==> src/rtl/i2s_tx.sv <==
// i2s_tx: I2S serialiser with BCLK/LRCLK generation,
// a single-sample holding register and a frame-rate tick.
module i2s_tx #(
  parameter int DATA_W    = 16,
  parameter int SLOT_W    = 32,
  parameter int BCLK_HALF = 4
) (
  input  logic              clk,
  input  logic              reset_n,
  input  logic [DATA_W-1:0] left_in,
  input  logic [DATA_W-1:0] right_in,
  input  logic              in_valid,
  output logic              sample_tick,
  output logic              underrun,
  output logic              overrun,
  output logic              bclk,
  output logic              lrclk,
  output logic              sdata
);

  localparam int DIV_W = $clog2(BCLK_HALF + 1);
  localparam int BIT_W = $clog2(2 * SLOT_W);
  localparam int IDX_W = (DATA_W > 1) ? $clog2(DATA_W) : 1;

  logic [DIV_W-1:0]  r_div;
  logic [BIT_W-1:0]  r_bit;
  logic              r_bclk;
  logic              r_lrclk;
  logic              r_sdata;
  logic              r_tick;
  logic              r_under;
  logic              r_over;
  logic              r_hold_v;
  logic [DATA_W-1:0] r_hold_l;
  logic [DATA_W-1:0] r_hold_r;
  logic [DATA_W-1:0] r_frm_l;
  logic [DATA_W-1:0] r_frm_r;

  logic              w_div_wrap;
  logic              w_fall;
  logic              w_last;
  logic              w_fstart;
  logic [BIT_W-1:0]  w_bit_nxt;
  logic              w_right;
  logic [BIT_W-1:0]  w_p;
  logic [IDX_W-1:0]  w_idx;
  logic [DATA_W-1:0] w_ch;
  logic              w_sd;

  assign w_div_wrap = (r_div == DIV_W'(BCLK_HALF - 1));
  assign w_fall     = w_div_wrap & r_bclk;
  assign w_last     = (r_bit == BIT_W'(2 * SLOT_W - 1));
  assign w_fstart   = w_fall & w_last;
  assign w_bit_nxt  = w_last ? '0 : r_bit + BIT_W'(1);
  assign w_right    = (w_bit_nxt >= BIT_W'(SLOT_W));
  assign w_p        = w_right ? w_bit_nxt - BIT_W'(SLOT_W)
                              : w_bit_nxt;
  assign w_idx      = IDX_W'(BIT_W'(DATA_W) - w_p);

  // Slot position 0 is the I2S one-bit delay; data then MSB first.
  always_comb begin
    w_ch = w_right ? r_frm_r : r_frm_l;
    w_sd = 1'b0;
    if (w_p >= BIT_W'(1) && w_p <= BIT_W'(DATA_W))
      w_sd = w_ch[w_idx];
  end

  always_ff @(posedge clk or negedge reset_n) begin
    if (!reset_n) begin
      r_div   <= '0;
      r_bit   <= '0;
      r_bclk  <= 1'b0;
      r_lrclk <= 1'b0;
      r_sdata <= 1'b0;
    end else begin
      r_div <= w_div_wrap ? '0 : r_div + DIV_W'(1);
      if (w_div_wrap)
        r_bclk <= ~r_bclk;
      if (w_fall) begin
        r_bit   <= w_bit_nxt;
        r_lrclk <= w_right;
        r_sdata <= w_sd;
      end
    end
  end

  // Frame start always reloads from holding, so an
  // empty holding register repeats the previous sample.
  always_ff @(posedge clk or negedge reset_n) begin
    if (!reset_n) begin
      r_hold_v <= 1'b0;
      r_hold_l <= '0;
      r_hold_r <= '0;
      r_frm_l  <= '0;
      r_frm_r  <= '0;
      r_tick   <= 1'b0;
      r_under  <= 1'b0;
      r_over   <= 1'b0;
    end else begin
      if (w_fstart) begin
        r_frm_l <= r_hold_l;
        r_frm_r <= r_hold_r;
      end
      if (in_valid) begin
        r_hold_l <= left_in;
        r_hold_r <= right_in;
      end
      r_hold_v <= in_valid | (r_hold_v & ~w_fstart);
      r_tick   <= w_fstart;
      r_under  <= w_fstart & ~r_hold_v;
      r_over   <= in_valid & r_hold_v & ~w_fstart;
    end
  end

  assign bclk        = r_bclk;
  assign lrclk       = r_lrclk;
  assign sdata       = r_sdata;
  assign sample_tick = r_tick;
  assign underrun    = r_under;
  assign overrun     = r_over;

endmodule
==> config.mk <==
export PLATFORM = sky130hd
export DESIGN_NAME = i2s_tx
export DESIGN_NICKNAME = d
export VERILOG_FILES = /design/src/rtl/i2s_tx.sv
export SDC_FILE = /design/constraint.sdc
export NUM_CORES = 1
export LEC_CHECK = 0
export ABC_AREA = 1
export CAP_MARGIN = 20
export CORE_MARGIN = 2
export CORE_UTILIZATION = 55
export CTS_BUF_LIST = sky130_fd_sc_hd__clkbuf_4
export DETAILED_ROUTE_END_ITERATION = 16
export PLACE_DENSITY = 0.77
export SLEW_MARGIN = 15
export SYNTH_ARGS = -nofsm -noshare
export SYNTH_HDL_FRONTEND = slang
export SYNTH_SLANG_ARGS = --single-unit
==> constraint.sdc <==
create_clock -name clk -period 2.3 [get_ports clk]
set_input_delay 0.345 -clock clk [delete_from_list [all_inputs] [get_ports clk]]
set_output_delay 0.345 -clock clk [all_outputs]
set_load 0.01 [all_outputs]
* Yosys cells after proc, flatten, opt, wreduce, memory -nomap -nowiden *
Index checks and enable logic that the tools add are counted.

operators by class
  add/subtract/negate cells = 4
  $lt $le $gt $ge = 4
  equal/unequal tests = 2
  muxes and demuxes = 7
  bitwise gates (word level) = 10
  reductions and logical operators = 1

operators with widths
  operator                                                    number
  two-way mux 16 bit                                          1
  two-way mux 6 bit                                           2
  adder 6 x 1 -> 6 bit, second input constant                 1
  bitwise AND 1 bit                                           6
  == test 6 bit, second input constant                        1
  >= comparator 6 x 1 -> 1 bit, second input constant         1
  >= comparator 6 bit, second input constant                  1
  <= comparator 6 x 5 -> 1 bit, second input constant         1
  subtractor 6 bit, second input constant                     1
  less-than comparator 4 x 5 -> 1 bit, second input constant  1
  binary-select mux 1 bit (select 4 bit)                      1
  subtractor 1 x 4 -> 4 bit, first input constant             1
  adder 3 x 1 -> 3 bit, second input constant                 1
  == test 3 x 2 -> 1 bit, second input constant               1
  two-way mux 3 bit                                           1
  NOT 1 bit                                                   3
  two-way mux 1 bit                                           2
  logical AND 1 bit                                           1
  OR 1 bit                                                    1

storage, ports and cells
  register bits after elaboration = 80
  input port bits = 35
  output and inout port bits = 6
  logic and storage cells = 41

* Longest topological paths before layout *
  word-level depth = 8
  depth in mapped cells = 15
  gate-level depth less buffers = 14

* Least setup slack after synthesis *
OpenSTA, ideal clock, no wires.

  path type = register to register
  start point = reg r_bit[0]
  end point = reg r_sdata (netlist: sdata)
  setup time = 0.117 ns
  arrival time = 1.656 ns
  required time = 2.183 ns
  setup slack = 0.526 ns
  cell stages (with the launch flop) = 15
  path buffers = 0
  cell sequence = dfrtp_1 ha_1 nand2_4 inv_2 nand3_4 nand2_2 inv_2 nor2_4 or2_1 inv_2 nand2_1 nand2_1 nand3_1 nand3_1 nand2_1

on the way
  longest elaborated chain between the ends = 8

RTL lines
  element                                                  RTL line  source
  start, declared                                          26        logic [BIT_W-1:0] r_bit;
  start signal, assigned                                   80        r_bit <= w_bit_nxt;
  adder 6 x 1 -> 6 bit or == test 6 bit (tied branches)    54, 52
  two-way mux 6 bit *                                      54        assign w_bit_nxt = w_last ? '0 : r_bit + BIT_W'(1);
  subtractor 6 bit or >= comparator 6 bit (tied branches)  56, 55
  two-way mux 6 bit                                        56        assign w_p = w_right ? w_bit_nxt - BIT_W'(SLOT_W)
  subtractor 1 x 4 -> 4 bit                                58        assign w_idx = IDX_W'(BIT_W'(DATA_W) - w_p);
  binary-select mux 1 bit (select 4 bit)                   65        w_sd = w_ch[w_idx];
  two-way mux 1 bit (not written as such)                  65
  two-way mux 1 bit *                                      64        if (w_p >= BIT_W'(1) && w_p <= BIT_W'(DATA_W))
  end signal, assigned                                     82        r_sdata <= w_sd;
  end, declared                                            29        logic r_sdata;

Mark *: on every way between the ends. The rest lies on a longest branch, timed or not. The select of a mux whose other input is x is not followed.
A chain may end at the register's enable or synchronous reset.

* Worst setup path after layout *
Ends and elaborated chain as after synthesis.

==> summary.txt <==
Critical path
  – Reg-to-reg endpoint: sdata$_DFFE_PN0P_
  – R2r setup slk: 0.17 ns
  – Worst R2R Path Depth: 13
  – Worst Path Max Fanout: 18
  – Startpoint types: register
  – WP data required: 2.66 ns
  – CP Capture Type: register
  – Worst r2r src: r_bit[0]$_DFFE_PN0P_
  – CP arrival: 2.49 ns
  – Setup CP Type: reg -> reg

Floorplan
  – Initial Util: between 50% and 60%
  – Core Footprint: about 0.0063 mm^2
  – Std-Cell Rows: 29
  – Die area: about 0.007 mm^2
  – Top Ports: 41
  – Die width: 84.0 um
  – Die Height: 84.0 um

Clock network
  – Worst skew pair latency: ~0.42 ns
  – Clock root cell: clkbuf_4
  – CTS resizes: 0
  – CTS Buffer Depth: 2
  – CTS tree: built
  – CTS clk-pin slew, worst paths: 0.11 ns
  – Clock sink total: 79
  – CTS HTree Levels: 3
  – CTS buffer count: 9

Drt
  – Metal-1 WL: ~3000 um
  – DR vias: 2764
  – Routed WL per cell: 12.2 um
  – Max Used Layer: met4
  – Vias per Instance: 5.13
  – DR WL met3: 238 um
  – DRT Pass-1 Iters: 5
  – Met2 wire length: 3180 um
  – DRC violations left: 0
  – Antenna-violating nets left: 0
  – Routed WL: roughly 6600 um
  – DRT iter0 DRCs: 184

Layout
  – Area Overhead vs Synth: 16.5%
  – Share of cells above drive strength 1: between 8 and 9%
  – Layout Nets: between 400 and 500
  – N_diodes: 0
  – Layout Cells excl Fill: 539

Power
  – Maximum vdd drop: about 0.00048 V
  – P_leak: around 0.0020 uW
  – Power per cell area: about 560 mW/mm^2

Status
  – Outcome: completed

Placed design
  – PortBufs: 40
  – Dpl hpwl: 4660 um
  – Final GP Congestion: 0.996
  – Cell total after placement: 522

STA
  – Worst Tran Pin Value: 0.444 ns
  – RSZ-0062 raised after global routing: false
  – Clock Skew: 0.0130 ns
  – Max Freq: 470 MHz
  – Period utilisation layout: 92.6%
  – Slew HR: approximately 70%
  – Tmin final: 2.13 ns
  – Slew Limit Fails: 0
  – Endpoints failing setup: 0
  – Final hold violations: 0
  – Setup TNS: 0 ns

Yosys
  – Leading cell types by count after synthesis: nand2_1, dfrtp_1, o21ai_0, inv_1, nand3_1
  – Most frequently used flop master after synthesis: dfrtp_1
  – Cell Area, Synth: 0.00352 mm^2
  – Synth top area cells: dfrtp_1, nand2_1, o21ai_0, inv_1, nand3_1
  – Count leader, synth: nand2_1
  – Synthesized netlist cell count: 418
  – Syn avg cell area: 8.41 um^2
  – Post-synth top area share: 56.2%
  – Cell type with the largest total area after synthesis: dfrtp_1
  – Ys async rst share: 100%
  – Syn_nets: ~460
  – Post-synth EDFFs: 0
  – Sequential fraction of the synthesis area: 56.2%
  – Synth Warn #: 0
  – Synth cell types: 27
  – Post-synthesis register bit count: 79

Global route
  – Largest net degree at the start of global routing: 54
  – Tot GR Track Use: 21.1%
  – Vias in the first global route: 2834
  – Gr ovfl total: 0
  – Antenna violations before repair: 0
  – First-pass GRT wire length: between 10000 and 15000 um

Job
  – MaxCap Viol Count: 0

Min path
  – Worst hold path class: in -> async
-- cell families after synthesis --
logic type / after synthesis / share of synthesized area, %
AND/OR/NAND/NOR: 193 / 23.7
buffers and inverters: 71 / 8.15
AO/OA/AOI/OAI: 70 / 10.4
adder cells (fa/ha/maj): 3 / 1.07
flip-flops: 79 / 56.2
XOR/XNOR: 2 / 0.498
-- registers in the layout, summed over array words and instances, names as in the netlist --
| name | count |
|---|---|
| r_frm_l | 16 |
| sample_tick | 1 |
| r_hold_l | 16 |
| r_div | 3 |
| r_hold_r | 16 |
| bclk | 1 |
| r_bit | 6 |
| overrun | 1 |
| r_hold_v | 1 |
| r_frm_r | 16 |
| sdata | 1 |
| underrun | 1 |
-- power breakdown --
| group | internal (uW) | switching (uW) |
|---|---|---|
| sequential | 1440 | 17.8 |
| combinational | 79.5 | 83.2 |
| clock | 228 | 462 |
| total | 1750 | 563 |
-- per-stage QoR --
step	area [um^2]	total power (uW)	utilization, %	hold slack (ns)	setup slack (ns)
2_1_floorplan	3520	1540	-	0.0494	0.526
3_3_place_gp	3970	1640	63.3	0.317	0.409
3_5_place_dp	3970	1650	63.3	0.326	0.258
4_1_cts	4100	2340	65.2	0.401	0.224
5_1_grt	4100	2430	65.2	0.412	0.0333
6_report	4100	2310	65.2	0.401	0.170
-- critical path: stages (launching register included) --
cell,delay [ns]
dfrtp_1,0.47
ha_1,0.25
nand2_4,0.08
o21ai_1,0.17
nand2_2,0.18
nand2_4,0.22
inv_1,0.11
nor2_1,0.12
nor2_1,0.06
nor2_1,0.13
nand2_1,0.07
nand3_1,0.08
nand3_1,0.06
nand2_1,0.07
-- worst max path at each step --
stage | end | slack (ns) | from
after floorplan | sdata$_DFFE_PN0P_ | 0.53 | r_bit[0]$_DFFE_PN0P_
after global placement | sdata$_DFFE_PN0P_ | 0.41 | r_bit[0]$_DFFE_PN0P_
after detailed placement | sdata$_DFFE_PN0P_ | 0.26 | r_bit[0]$_DFFE_PN0P_
after CTS | sdata$_DFFE_PN0P_ | 0.22 | r_bit[0]$_DFFE_PN0P_
after global routing | sdata$_DFFE_PN0P_ | 0.03 | r_bit[0]$_DFFE_PN0P_
final | sdata$_DFFE_PN0P_ | 0.17 | r_bit[0]$_DFFE_PN0P_
-- routing by layer --
| layer | GRT usage (%) | vias to the layer above |
|---|---|---|
| met2 | 34.8 | 68 |
| li1 | - | 1378 |
| met5 | 0 | - |
| met4 | 10.9 | 0 |
| met1 | 26.4 | 1303 |
| met3 | 4.15 | 15 |
-- what timing repair did --
| action | 4_1_cts | 5_1_grt |
|---|---|---|
| hold buffers | 1 | 0 |
| setup buffers | 0 | 0 |
| hold endpoints to repair | 33 | 0 |
-- area by class of cell --
cell class / count / area, um^2
Clock inverter: 6 / 37.5
Inverter: 53 / 199
Clock buffer: 10 / 75.1
Sequential cell: 79 / 1980
Timing Repair Buffer: 46 / 458
Fill cell: 533 / 2180
Multi-Input combinational cell: 268 / 1250
Tap cell: 77 / 96.3
-- placed cells by master, fill, tap and decap left out, types with 4 or more instances in the layout --
cell             instances
nand3_1                 24
inv_2                    4
o21ai_0                 59
buf_4                    5
nor2_1                  22
inv_1                   49
o21ai_1                  5
clkbuf_4                10
nand2_2                  4
nand2_1                131
clkdlybuf4s50_1         39
dfrtp_1                 79
Note: power is estimated with default switching activity, not from simulation.
